===== src/rtl/cfg_bitstream_router.sv =====
// Serial configuration bitstream router: decodes a per-frame CLB index header, buffers one
// payload and bursts it gap-free to the addressed CLB after a one-cycle lead strobe.
module cfg_bitstream_router #(
  parameter int unsigned NUM_CLBS     = 6,
  parameter int unsigned CLB_CFG_BITS = 38
) (
  input  logic                clk_i,
  input  logic                rst_i,
  input  logic                cfg_start_i,
  input  logic                bs_valid_i,
  input  logic                bs_data_i,
  output logic                bs_ready_o,
  output logic [NUM_CLBS-1:0] cfg_clb_o,
  output logic                cfg_clb_data_o,
  output logic                cfg_busy_o,
  output logic                cfg_done_o,
  output logic                cfg_err_o
);

  localparam int unsigned CLB_IDX_W   = (NUM_CLBS > 1) ? $clog2(NUM_CLBS) : 1;
  localparam int unsigned FRAME_CNT_W = $clog2(NUM_CLBS + 1);
  localparam int unsigned HDR_CNT_W   = $clog2(CLB_IDX_W) + 1;
  localparam int unsigned BIT_CNT_W   = $clog2(CLB_CFG_BITS) + 1;

  localparam logic [2:0] StIdle  = 3'd0;
  localparam logic [2:0] StHdr   = 3'd1;
  localparam logic [2:0] StLoad  = 3'd2;
  localparam logic [2:0] StPrime = 3'd3;
  localparam logic [2:0] StBurst = 3'd4;
  localparam logic [2:0] StDone  = 3'd5;
  localparam logic [2:0] StErr   = 3'd6;

  localparam logic [HDR_CNT_W-1:0]   HdrLast   = HDR_CNT_W'(CLB_IDX_W - 1);
  localparam logic [BIT_CNT_W-1:0]   BitLast   = BIT_CNT_W'(CLB_CFG_BITS - 1);
  localparam logic [FRAME_CNT_W-1:0] FrameLast = FRAME_CNT_W'(NUM_CLBS - 1);
  localparam logic [CLB_IDX_W:0]     IdxLimit  = (CLB_IDX_W + 1)'(NUM_CLBS);

  logic [2:0]              state_q, state_d;
  logic [HDR_CNT_W-1:0]    hdr_cnt_q, hdr_cnt_d;
  logic [BIT_CNT_W-1:0]    bit_cnt_q, bit_cnt_d;
  logic [FRAME_CNT_W-1:0]  frame_cnt_q, frame_cnt_d;
  logic [CLB_IDX_W-1:0]    idx_q, idx_d;
  logic [CLB_CFG_BITS-1:0] buf_q, buf_d;

  logic                 xfer;
  logic                 strobe;
  logic [CLB_IDX_W-1:0] idx_next;

  assign xfer = bs_valid_i & bs_ready_o;

  // Header arrives MSB first, so each new bit enters at the LSB.
  always_comb begin
    idx_next    = '0;
    idx_next[0] = bs_data_i;
    for (int i = 1; i < int'(CLB_IDX_W); i++) begin
      idx_next[i] = idx_q[i-1];
    end
  end

  always_comb begin
    state_d     = state_q;
    hdr_cnt_d   = hdr_cnt_q;
    bit_cnt_d   = bit_cnt_q;
    frame_cnt_d = frame_cnt_q;
    idx_d       = idx_q;
    buf_d       = buf_q;
    if (cfg_start_i) begin
      state_d     = StHdr;
      hdr_cnt_d   = '0;
      bit_cnt_d   = '0;
      frame_cnt_d = '0;
      idx_d       = '0;
      buf_d       = '0;
    end else begin
      case (state_q)
        StHdr: begin
          if (xfer) begin
            idx_d = idx_next;
            if (hdr_cnt_q == HdrLast) begin
              hdr_cnt_d = '0;
              state_d   = ({1'b0, idx_next} >= IdxLimit) ? StErr : StLoad;
            end else begin
              hdr_cnt_d = hdr_cnt_q + 1'b1;
            end
          end
        end
        StLoad: begin
          // First payload bit ends up in buf_q[0] and is the first one emitted.
          if (xfer) begin
            buf_d = {bs_data_i, buf_q[CLB_CFG_BITS-1:1]};
            if (bit_cnt_q == BitLast) begin
              bit_cnt_d = '0;
              state_d   = StPrime;
            end else begin
              bit_cnt_d = bit_cnt_q + 1'b1;
            end
          end
        end
        StPrime: begin
          state_d = StBurst;
        end
        StBurst: begin
          buf_d = {1'b0, buf_q[CLB_CFG_BITS-1:1]};
          if (bit_cnt_q == BitLast) begin
            bit_cnt_d   = '0;
            frame_cnt_d = frame_cnt_q + 1'b1;
            state_d     = (frame_cnt_q == FrameLast) ? StDone : StHdr;
          end else begin
            bit_cnt_d = bit_cnt_q + 1'b1;
          end
        end
        default: ;
      endcase
    end
  end

  always_ff @(posedge clk_i) begin
    if (rst_i) begin
      state_q     <= StIdle;
      hdr_cnt_q   <= '0;
      bit_cnt_q   <= '0;
      frame_cnt_q <= '0;
      idx_q       <= '0;
      buf_q       <= '0;
    end else begin
      state_q     <= state_d;
      hdr_cnt_q   <= hdr_cnt_d;
      bit_cnt_q   <= bit_cnt_d;
      frame_cnt_q <= frame_cnt_d;
      idx_q       <= idx_d;
      buf_q       <= buf_d;
    end
  end

  assign strobe         = (state_q == StPrime) || (state_q == StBurst);
  assign bs_ready_o     = (state_q == StHdr) || (state_q == StLoad);
  assign cfg_clb_data_o = (state_q == StBurst) & buf_q[0];
  assign cfg_busy_o     = (state_q != StIdle) && (state_q != StDone) && (state_q != StErr);
  assign cfg_done_o     = (state_q == StDone);
  assign cfg_err_o      = (state_q == StErr);

  always_comb begin
    cfg_clb_o = '0;
    for (int i = 0; i < int'(NUM_CLBS); i++) begin
      cfg_clb_o[i] = strobe && (idx_q == CLB_IDX_W'(i));
    end
  end

endmodule

===== config.mk =====
export PLATFORM = sky130hd
export DESIGN_NAME = cfg_bitstream_router
export DESIGN_NICKNAME = d
export VERILOG_FILES = /design/src/rtl/cfg_bitstream_router.sv
export SDC_FILE = /design/constraint.sdc
export NUM_CORES = 1
export LEC_CHECK = 0
export BUFFER_PORTS_ARGS = -buffer_cell sky130_fd_sc_hd__buf_4
export CORE_MARGIN = 4
export CORE_UTILIZATION = 45
export DETAILED_ROUTE_END_ITERATION = 7
export SLEW_MARGIN = 20
export SYNTH_ARGS = -nofsm -noshare
export SYNTH_HDL_FRONTEND = slang
export SYNTH_SLANG_ARGS = --single-unit
export TNS_END_PERCENT = 5

===== constraint.sdc =====
create_clock -name clk_i -period 4.79 [get_ports clk_i]
set_clock_uncertainty 0.2 [all_clocks]
set_input_delay 0.479 -clock clk_i [delete_from_list [all_inputs] [get_ports clk_i]]
set_output_delay 0.479 -clock clk_i [all_outputs]
set_load 0.05 [all_outputs]

[Yosys cells after proc, flatten, opt, wreduce, memory -nomap -nowiden]
Cells that the tools add are included.
Word-level totals
  flip-flop bits (word level): 57
  input bits: 5
  output and inout port bits: 11
  logic and storage cells: 75
Cells by class
  add/subtract/negate cells: 3
  order comparisons: 1
  eq/ne operators: 26
  multiplexer cells: 15
  bitwise logic cells: 2
  reduce and logical (&&, ||, !) cells: 21
Operator list (number)
  38-bit case mux with 2 select lines: 1
  38-bit 2-to-1 mux: 1
  3-bit 2-to-1 mux: 8
  3-bit != test (second input constant): 7
  3-bit equality test (second input constant): 6
  3-bit by 2-bit equality test with 1-bit output (second input constant): 5
  7-bit 2-to-1 mux: 2
  7-bit case mux with 2 select lines: 1
  3-bit case mux with 4 select lines: 1
  6-bit AND reduction: 2
  2-bit != test (second input constant): 5
  1-bit logical AND: 8
  7-bit by 1-bit adder with 7-bit output (second input constant): 1
  7-bit by 6-bit equality test with 1-bit output (second input constant): 1
  3-bit by 1-bit adder with 3-bit output (second input constant): 2
  3-bit by 1-bit equality test with 1-bit output (second input constant): 2
  2-bit AND reduction: 3
  5-bit nonzero test: 1
  4-bit nonzero test: 1
  3-bit >= comparator (second input constant): 1
  3-bit zero test: 1
  3-bit nonzero test: 1
  1-bit bitwise AND: 2
  1-bit logical OR: 2
  3 further kinds: 3

[Depth between registers and ports, before layout]
Gate-level depths: netlist (run 1).
  word-level depth: 6
  gate-level depth with buffers: 7
  depth with buffers taken out: 6

[Worst setup path before layout (run 1)]
Ideal clock, no wire load.
  kind: reg2out
  from: register state_q[0]
  to: output port cfg_clb_o[1]
  arrival time: 2481 ps
  data required time: 4111 ps
  slack: 1630 ps
  cell stages (with the launch flop): 5
  path buffers: 1
  cell sequence: dfxtp_1 -> nor3b_1 -> buf_2 -> a21oi_1 -> nor4b_1
On the way
  word-level cells in the longest chain between the ends: 3
  elaborated cells between the ends (all ways): 4
  those cells by class: eq/ne: 2; reduce/logical: 2
Ends and longest elaborated chain
  start, declared: RTL line 38  | logic [2:0] state_q, state_d;
  start signal, assigned: RTL line 119  | state_q <= StIdle;
  start signal, assigned: RTL line 126  | state_q <= state_d;
  3-bit by 2-bit equality test with 1-bit output / 3-bit equality test (equally long branches): RTL line 135  | assign strobe = (state_q == StPrime) || (state_q == StBurst);
  1-bit logical OR (*): RTL line 135
  1-bit logical AND (*): RTL line 145  | cfg_clb_o[i] = strobe && (idx_q == CLB_IDX_W'(i));
  end, declared: RTL line 13  | output logic [NUM_CLBS-1:0] cfg_clb_o,
Mark *: on every way between the ends. The rest lies on a longest branch, timed or not.

[Worst setup path in the final report (run 1)]
  from: register state_q[1]
  to: output port cfg_clb_o[1]
Same word-level chain as after synthesis.

==> run summary, run 1 <==
DP HPWL - 2.58 mm
Hold Crit Class - in2reg
R2R cell count - 5
main combinational cell family by area after synthesis - simple AND/OR/NAND/NOR gates
die area - 0.00667 mm2
asr flop ratio synth - 0%
Clock Path Buffers - 2
pin count of the biggest net entering global routing - 49
PortBufs - 15
cell area after synthesis - 0.00244 mm2
RR Endpoint - bit_cnt_q[0]
grt ovf - 0
Power Density - 349 mW/mm2
CP Capture Type - output pin
Crit. Startpoint - state_q[1]
Worst Setup EP - cfg_clb_o[1]
via count - 1,873
initial antenna violation count - 0
CTS Buf Count - 9
Worst setup SP type - register
Crit Path Category - reg2out
Design Area, Final - 0.00275 mm2
DRC - 0
die height - 81.7 um
R2R setup slack - 2.69 ns
Synth area leader - dfxtp_1
number of synthesized flops with an enable pin - 0
Cell variety after synth - 49
GRT Total Usage - 14.6%
Max Clk Rate - 396 MHz
share of layout cells above drive strength 1 - 12.9%
run status - completed
antenna viol nets, final - 0
row count - 26
fin util - 53.1%
reg-to-reg startpoint - state_q[1]
Crit path required time - 4.11 ns
GPL Wtd Cong - 0.810
Final Hold Violating Endpoints - 0
Hold Path Origin - bs_data_i
top post-synthesis cells by area - dfxtp_1 47%, nand2_1 12%, a21oi_1 8.4%
post-CTS resize count - 0
minimum clock period - 2.52 ns
Post-CTS Setup Repair Bufs - 0
xor and xnor area share after synthesis - 3.23%
placed inst area - 0.00255 mm2
top-count cell post-synth - nand2_1
Slew @ Worst Pin - 0.908 ns
Post-Synth Simple-Gate Area - 25.8%
drt wl/cell - 11.2 um
number of global-route vias before repair - 1,632
total wire length - 4.26 mm
clock root buffer - clkbuf_8
initial core utilization - 47.2%
post-synthesis register bit count - 57
critical path data arrival time - 1.84 ns
post-synth top area share - 46.7%
Final Setup Violations - 0
Reg clk slew, reported paths - 0.06 ns
DR vias/cell - 4.94
post-synthesis compound-gate area fraction - 14.8%
Adder-Cell Fraction of Synth Area - 2.05%
number of max-cap violations - 0
sequential cell area fraction in the yosys report - 46.7%
Slew HR - 39.5%
count of pins over their slew limit - 0
switching power - 0.000217 W
Syn. warnings - 0
synthesized area per cell - 8.22 um2
switch share - 22.7%
Setup TNS - 0 ns
Mapped Cells - 297
# nets final - 313
fin crit share - 52.7%
synth cell count leaders - 79 x nand2_1, 57 x dfxtp_1, 41 x a21oi_1
CORE AREA - 0.00517 mm2
mux cell area share after synthesis - 2.10%
Max IR drop VDD - 0.172 mV
Comb pwr share - 3.9%
Seq pwr share - 50.1%
ant diodes - 0
CTS H-tree depth - 3
Clock Power Share - 46.0%
CTS tree - yes
hold_buf cts - 0
drt pass-1 iters - 4
critical path peak fanout - 15
Sink Count - 57
Synth Flop Type - dfxtp_1
syn nets - 306
P_leak - 0.906 nW
RSZ-0062 raised after global routing - false
Power Total - 0.000957 W
die width - 81.7 um
first-pass GRT wire length - 7.36 mm
Internal - 0.000740 W
Initial DRC Count - 137
worst skew pair latency - 0.33 ns
# IOs - 16
Layout area overhead - 12.4%
Fin Hold WS - 0.217 ns
[routing by layer]
| metal | track usage (%) | part of all wire (%) |
|---|---|---|
| met1 | 19.2 | 52 |
| met2 | 20.5 | 43 |
| met3 | 4.28 | 2.3 |
| met4 | 9.97 | 2.6 |
| met5 | 0 | 0 |
[area by class of cell]
class                           count  area [um2]
Clock buffer                       11         141
Clock inverter                      5        55.1
Fill cell                         500        2430
Inverter                            4        15.0
Multi-Input combinational cell    214        1170
Sequential cell                    57        1140
Tap cell                           70        87.6
Timing Repair Buffer               18         135
[power groups by stage]
stage          Clock, W  Combinational [W]  Sequential, W
2_1_floorplan         0          0.0000313       0.000487
3_3_place_gp          0          0.0000384       0.000490
3_5_place_dp          0          0.0000383       0.000490
4_1_cts        0.000456          0.0000384       0.000479
5_1_grt        0.000477          0.0000418       0.000480
6_report       0.000440          0.0000377       0.000480
[through the flow]
| stage | setup slack [ns] | cells |
|---|---|---|
| 2_1_floorplan | 1.63 | 297 |
| 3_3_place_gp | 2.65 | 363 |
| 3_5_place_dp | 2.59 | 363 |
| 4_1_cts | 2.23 | 379 |
| 5_1_grt | 2.03 | 379 |
| 6_report | 2.27 | 379 |
[cells by family (layout without fill, tap and decap cells)]
group / after synthesis / in the layout
flip-flops: 57 / 57
adder cells (fa/ha/maj): 4 / 4
buffers and inverters: 26 / 38
AND/OR/NAND/NOR: 134 / 134
AO/OA/AOI/OAI: 62 / 62
XOR/XNOR: 9 / 9
multiplexers: 5 / 5
[flip-flops by register name, indices dropped and copies added, names as in the netlist]
signal	count
bit_cnt_q	7
buf_q	38
frame_cnt_q	3
state_q	3
idx_q	3
hdr_cnt_q	3
[cells in the final DEF (no fill, tap or decap), types with 3 or more instances in the layout]
master / netlist / final
ha_1: 4 / 4
nor3b_1: 3 / 3
buf_4: 4 / 18
mux2i_1: 4 / 4
nor3_1: 3 / 3
nor2_1: 19 / 19
o21ai_0: 6 / 6
inv_1: 4 / 4
and2_1: 3 / 3
a21oi_1: 41 / 41
nand2_1: 79 / 79
nand3_1: 3 / 3
nand2b_1: 3 / 3
nor4b_1: 3 / 3
xor2_1: 7 / 7
dfxtp_1: 57 / 57
clkbuf_8: 0 / 10
[worst max-delay path, stage by stage (launching register included)]
cell and delay, ns:
dfxtp_1 0.58, and2b_1 0.23, a21oi_1 0.15, nor4b_1 0.31
buf_4 0.25
[worst min path at each step]
stage	end	slack [ns]	cells past startpoint
2_1_floorplan	buf_q[36]	0.23	2
3_3_place_gp	buf_q[32]	0.24	2
3_5_place_dp	buf_q[16]	0.24	2
4_1_cts	idx_q[0]	0.20	3
5_1_grt	idx_q[0]	0.24	3
6_report	idx_q[0]	0.22	3
(Power assumes the default switching activity.)
==> run 2: changes to the inputs <==
--- a/config.mk
+++ b/config.mk
@@ -5,6 +5,7 @@
 export SDC_FILE = /design/constraint.sdc
 export NUM_CORES = 1
 export LEC_CHECK = 0
+export ABC_AREA = 1
 export BUFFER_PORTS_ARGS = -buffer_cell sky130_fd_sc_hd__buf_4
 export CORE_MARGIN = 4
 export CORE_UTILIZATION = 45
==> constraint.sdc (replaced) <==
create_clock -name clk_i -period 2.13 [get_ports clk_i]
set_clock_uncertainty 0.2 [all_clocks]
set_input_delay 0.213 -clock clk_i [delete_from_list [all_inputs] [get_ports clk_i]]
set_output_delay 0.213 -clock clk_i [all_outputs]
set_load 0.05 [all_outputs]
==> run 2 against run 1 <==
  * Cell count grew 5.5%
  * Core utilization up 1.6 points
  * Area after synthesis down 3.7%
  * Total power increased by 140%
  * Critical endpoint is now state_q[0]
  * Sequential share of layout area down 0.19 points
  * Synthesized cell count increased by 2.4%
==> run summary, run 2 <==
critical path peak fanout - 4
Post-Synth Simple-Gate Area - 26.1%
P_leak - 1.24 nW
Initial DRC Count - 90
Slew @ Worst Pin - 0.274 ns
fin crit share - 93.2%
CTS Buf Count - 9
most common cell after layout, fill and taps aside - nor2_1
CTS H-tree depth - 3
setup ws final - 0.145 ns
cell area after synthesis - 0.00235 mm2
Power Total - 0.00234 W
row count - 26
GPL Wtd Cong - 0.814
Syn. warnings - 0
Slew HR - 81.7%
Max Clk Rate - 504 MHz
synth cell count leaders - 87 x nor2_1, 57 x dfxtp_1, 42 x o21ai_0
number of max-cap violations - 0
count of pins over their slew limit - 0
run status - completed
PortBufs - 15
Clock Path Buffers - 2
share of layout cells above drive strength 1 - 17.3%
syn nets - 313
Fin Hold WS - 0.145 ns
Final Setup Violations - 0
initial antenna violation count - 0
# IOs - 16
Cell variety after synth - 38
fillers - 502
asr flop ratio synth - 0%
pin count of the biggest net entering global routing - 50
top post-synthesis cells by area - dfxtp_1 49%, nor2_1 14%, o21ai_0 8.9%
DR vias/cell - 4.73
CORE AREA - 0.00507 mm2
number of synthesized flops with an enable pin - 0
Max IR drop VDD - 0.538 mV
Crit path required time - 2.19 ns
Reg clk slew, reported paths - 0.06 ns
critical path data arrival time - 2.05 ns
DRC - 0
die area - 0.00645 mm2
top-count cell post-synth - nor2_1
xor and xnor area share after synthesis - 1.12%
number of global-route vias before repair - 1,753
worst skew pair latency - 0.32 ns
Final Hold Violating Endpoints - 0
Synth area leader - dfxtp_1
most used cell, CP - nand2_1
mux cell area share after synthesis - 0%
total wire length - 4.44 mm
Largest regs - buf_q: 38 flops, bit_cnt_q: 7 flops
most frequent cells in the layout - 86 x nor2_1, 52 x dfxtp_1, 42 x o21ai_0
first-pass GRT wire length - 7.69 mm
# nets final - 334
Synth Flop Type - dfxtp_1
drt wl/cell - 11.1 um
Largest register FFs - 38
ant diodes - 0
slowest stage delay, CP - 0.54 ns
main combinational cell family by area after synthesis - simple AND/OR/NAND/NOR gates
clock root buffer - clkbuf_8
Mapped Cells - 304
post-synth top area share - 48.5%
die width - 80.3 um
Hold Crit Class - in2reg
GRT Total Usage - 15.2%
Placed Cells - 380
worst slack, placed - 0.359 ns
via count - 1,892
grt ovf - 0
Worst setup SP type - register
Bufs and invs on worst path - 3
post-synthesis register bit count - 57
Worst path slowest cell - dlygate4sd3_1
Power Density - 844 mW/mm2
sequential cell area fraction in the yosys report - 48.5%
cells along the critical path - inv_1, ha_1, nand2_1, inv_1, nand3_2, nand2_2, nand4_2, nand2_1, nand2_1, a21oi_2, dlygate4sd3_1
Crit Path Category - reg2reg
Sink Count - 57
initial core utilization - 46.4%
antenna viol nets, final - 0
drt pass-1 iters - 6
Adder-Cell Fraction of Synth Area - 2.13%
DP HPWL - 2.75 mm
die height - 80.3 um
CTS tree - yes
Layout area overhead - 17.9%
CP delay by family, top - buffers and inverters
final cell count without fillers - 400
post-synthesis compound-gate area fraction - 14.9%
RSZ-0062 raised after global routing - false
Largest Register - buf_q
CP Capture Type - register
Post-CTS Setup Repair Bufs - 0
minimum clock period - 1.99 ns
synthesized area per cell - 7.74 um2
==> run 2: cell count changes in the layout (fill, tap and decap cells not counted), sizes merged, moves of 4 or more <==
cell and change:
nor2 +70, nand2 -56, o21ai +38, a21oi -30, inv +19, nand3 +7
xor2 -6, dlygate4sd3 +4, mux2i -4, nor4 +4
==> run 2: report_power, final <==
group          internal, W  switching, W
Combinational    0.0000814      0.000170
Sequential         0.00110     0.0000231
Clock             0.000570      0.000398
Total              0.00175      0.000591
==> run 2: kinds of logic after synthesis <==
kind of cell               Yosys count
xor gates and xnor gates             3
buffers and inverters               36
AOI/OAI and AO/OA                   64
DFF                                 57
and+or+nand+nor                    140
adders and majority gates            4
==> run 2: through the flow <==
stage | utilization, % | instance area (um2) | setup TNS [ns]
3_5_place_dp | 49.6 | 2520 | 0
3_3_place_gp | 49.6 | 2520 | 0
2_1_floorplan | - | 2350 | -2.98
5_1_grt | 54.6 | 2770 | 0
6_report | 54.6 | 2770 | 0
4_1_cts | 54.1 | 2750 | 0
==> run 2: final timing paths <==
path | startpoint | to | slack, ns | depth (start not counted)
worst max-delay path | bit_cnt_q[1] | state_q[0] | 0.14 | 11
worst max register to register | bit_cnt_q[1] | state_q[0] | 0.14 | 11
worst min register to register | buf_q[0] | buf_q[0] | 0.27 | 2
worst min-delay path | cfg_start_i | state_q[2] | 0.15 | 5
==> run 2: tightest hold or removal path, stage by stage <==
cell and delay (ns):
buf_4 0.09, nor2_2 0.04, buf_12 0.16, nand2_1 0.08, nor2_1 0.03
==> run 2: area by class of cell <==
type / count / area [um2] / share of cell area, %
clock inverter: 3 / 40.0 / 1.44
tap: 70 / 87.6 / 3.16
clock buffer: 13 / 149 / 5.37
inverter: 23 / 91.3 / 3.29
multi-input combinational: 211 / 1060 / 38.3
sequential: 57 / 1150 / 41.4
timing repair buffer: 23 / 195 / 7.04
==> run 2: what timing repair did <==
| item | in CTS | in global routing |
|---|---|---|
| setup endpoints to repair | 0 | 5 |
| hold endpoints to repair | 4 | 0 |
| hold buffers | 4 | 0 |
| gates resized for setup | 0 | 10 |
==> run 2: routing by layer <==
metal | share of wire (%) | wire, um | track usage [%]
met5 | 0 | 0 | 0
met1 | 50 | 2200 | 18.9
met2 | 45 | 2000 | 23.6
met3 | 3.9 | 171 | 4.82
met4 | 1.6 | 69 | 7.26
==> run 3: changes to the inputs <==
--- a/config.mk
+++ b/config.mk
@@ -5,10 +5,10 @@
 export SDC_FILE = /design/constraint.sdc
 export NUM_CORES = 1
 export LEC_CHECK = 0
-export ABC_AREA = 1
 export BUFFER_PORTS_ARGS = -buffer_cell sky130_fd_sc_hd__buf_4
 export CORE_MARGIN = 4
 export CORE_UTILIZATION = 45
+export CTS_CLUSTER_SIZE = 28
 export DETAILED_ROUTE_END_ITERATION = 7
 export SLEW_MARGIN = 20
 export SYNTH_ARGS = -nofsm -noshare
==> run 3 against run 2 <==
  * Core utilization rose by 1.4 points
  * Flip-flop and latch count stayed put
  * Clock-buffer cell count did not move
  * Wire length fell by 2.5%
  * Register-to-register slack improved by 0.19 ns
  * Cell count shrank 3.5%
  * Global-route usage grew 0.072 points
  * Largest cell class is now multi-input gates
  * Highest routed layer unchanged
==> run summary, run 3 (synthesized netlist as in run 1, its figures left out) <==
run status - completed
GRT Total Usage - 15.2%
clock root buffer - clkbuf_8
worst skew pair latency - 0.32 ns
total wire length - 4.33 mm
Final Hold Violating Endpoints - 0
max layer used - met4
Worst path slowest cell - dfxtp_1
die area - 0.00667 mm2
Max Clk Rate - 502 MHz
Clock Path Buffers - 2
P_leak - 0.977 nW
most common cell after layout, fill and taps aside - nand2_1
antenna viol nets, final - 0
Worst setup SP type - register
setup ws final - 0.137 ns
Largest register FFs - 38
Seq pwr share - 48.4%
Comb pwr share - 4.4%
GPL Wtd Cong - 0.712
Slew @ Worst Pin - 0.876 ns
Largest Register - buf_q
Power Total - 0.00223 W
most frequent cells in the layout - 79 x nand2_1, 56 x dfxtp_1, 40 x a21oi_1
Internal - 0.00177 W
via count - 1,962
Placed Cells - 369
CTS Buf Count - 9
number of max-cap violations - 0
number of global-route vias before repair - 1,788
die width - 81.7 um
RSZ-0062 raised after global routing - false
Initial DRC Count - 56
reg-to-reg startpoint - state_q[1]
die height - 81.7 um
Hold Crit Class - in2reg
WHS Path Cells - 4
fillers - 475
row count - 26
final cell count without fillers - 386
Crit. Startpoint - state_q[2]
# nets final - 321
count of pins over their slew limit - 0
critical path data arrival time - 1.58 ns
critical path peak fanout - 6
Final Setup Violations - 0
grt ovf - 0
CTS tree - yes
CP Capture Type - output pin
share of layout cells above drive strength 1 - 17.4%
Metal-1 WL - 2.18 mm
Layout area overhead - 18.7%
drt wl/cell - 11.2 um
slowest stage delay, CP - 0.37 ns
Routed met3 length - 137 um
DRC - 0
minimum clock period - 1.99 ns
Crit path required time - 1.72 ns
drt pass-1 iters - 4
worst slack, placed - 0.211 ns
first-pass GRT wire length - 7.89 mm
switching power - 0.000460 W
# IOs - 16
Sink Count - 57
fin crit share - 93.6%
initial antenna violation count - 0
initial core utilization - 47.2%
Reg clk slew, reported paths - 0.06 ns
Post-CTS Setup Repair Bufs - 0
CORE AREA - 0.00517 mm2
Crit Path Category - reg2out
cells along the critical path - and2b_1, a21oi_2, nor4bb_2, buf_4
Setup TNS - 0 ns
pin count of the biggest net entering global routing - 49
Slew HR - 41.6%
Largest regs - buf_q: 38 flops, bit_cnt_q: 7 flops
Power Density - 768 mW/mm2
DR vias/cell - 5.08
CTS H-tree depth - 3
met2 WL - 1.96 mm
switch share - 20.7%
Hold Path Origin - rst_i
PortBufs - 15
Clock Power Share - 47.2%
DP HPWL - 2.74 mm
Max IR drop VDD - 0.436 mV
ant diodes - 0
R2R cell count - 6
[run 3: cell types whose count changed in the layout (fill, tap and decap cells not counted), sizes merged, moves of 4 or more]
cell	change
mux2i	+4
nor4	-4
a21oi	+30
nand2	+56
nor2	-70
buf	+5
nand3	-7
o21ai	-38
xor2	+6
inv	-19
[run 3: timing repair]
action / 4_1_cts / 5_1_grt
endpoints found under the hold margin: 2 / 0
setup endpoints to repair: 6 / 4
hold buffers: 2 / 0
gates resized for setup: 2 / 1
[run 3: routing by layer]
layer / vias to the layer above / GRT usage [%]
met5: - / 0
met1: 913 / 19.4
met4: 0 / 6.48
met2: 21 / 23.6
met3: 4 / 4.93
li1: 1024 / -
[run 3: critical path, delay by kind of cell, from the launching register on]
| family | cells | cell delay, ns |
|---|---|---|
| AOI/OAI and AO/OA | 1 | 0.36 |
| buffers and inverters | 1 | 0.20 |
| DFF | 1 | 0.37 |
| and+or+nand+nor | 2 | 0.32 |
[run 3: final cells by class]
| cell class | count | area, um2 | share of cell area [%] |
|---|---|---|---|
| clock inverter | 2 | 35.0 | 1.21 |
| tap | 70 | 87.6 | 3.02 |
| timing repair buffer | 26 | 225 | 7.77 |
| multi-input combinational | 214 | 1210 | 41.9 |
| inverter | 4 | 15.0 | 0.518 |
| sequential | 57 | 1140 | 39.4 |
| clock buffer | 13 | 179 | 6.17 |
[run 3: worst paths after layout]
kind                   to  slack, ns
max reg2reg     buf_q[21]       0.33
max          cfg_clb_o[5]       0.14
min            state_q[2]       0.02
min reg2reg      buf_q[1]       0.25
[run 3: stage by stage]
step                      utilization, %  cell area, um2  hold WS (ns)
after floorplan                        -            2480         0.160
after global placement              51.3            2660         0.238
after detailed placement            51.3            2660         0.243
after CTS                           56.0            2900        0.0115
after global routing                56.0            2900        0.0389
final                               56.0            2900        0.0234
[run 3: power by group through the flow]
stage	clock (W)	combinational [W]	sequential, W
finish	0.00105	0.0000971	0.00108
global route	0.00113	0.000108	0.00108
CTS	0.00108	0.0000990	0.00108
detailed placement	0	0.0000952	0.00110
global placement	0	0.0000955	0.00110
floorplan	0	0.0000709	0.00110
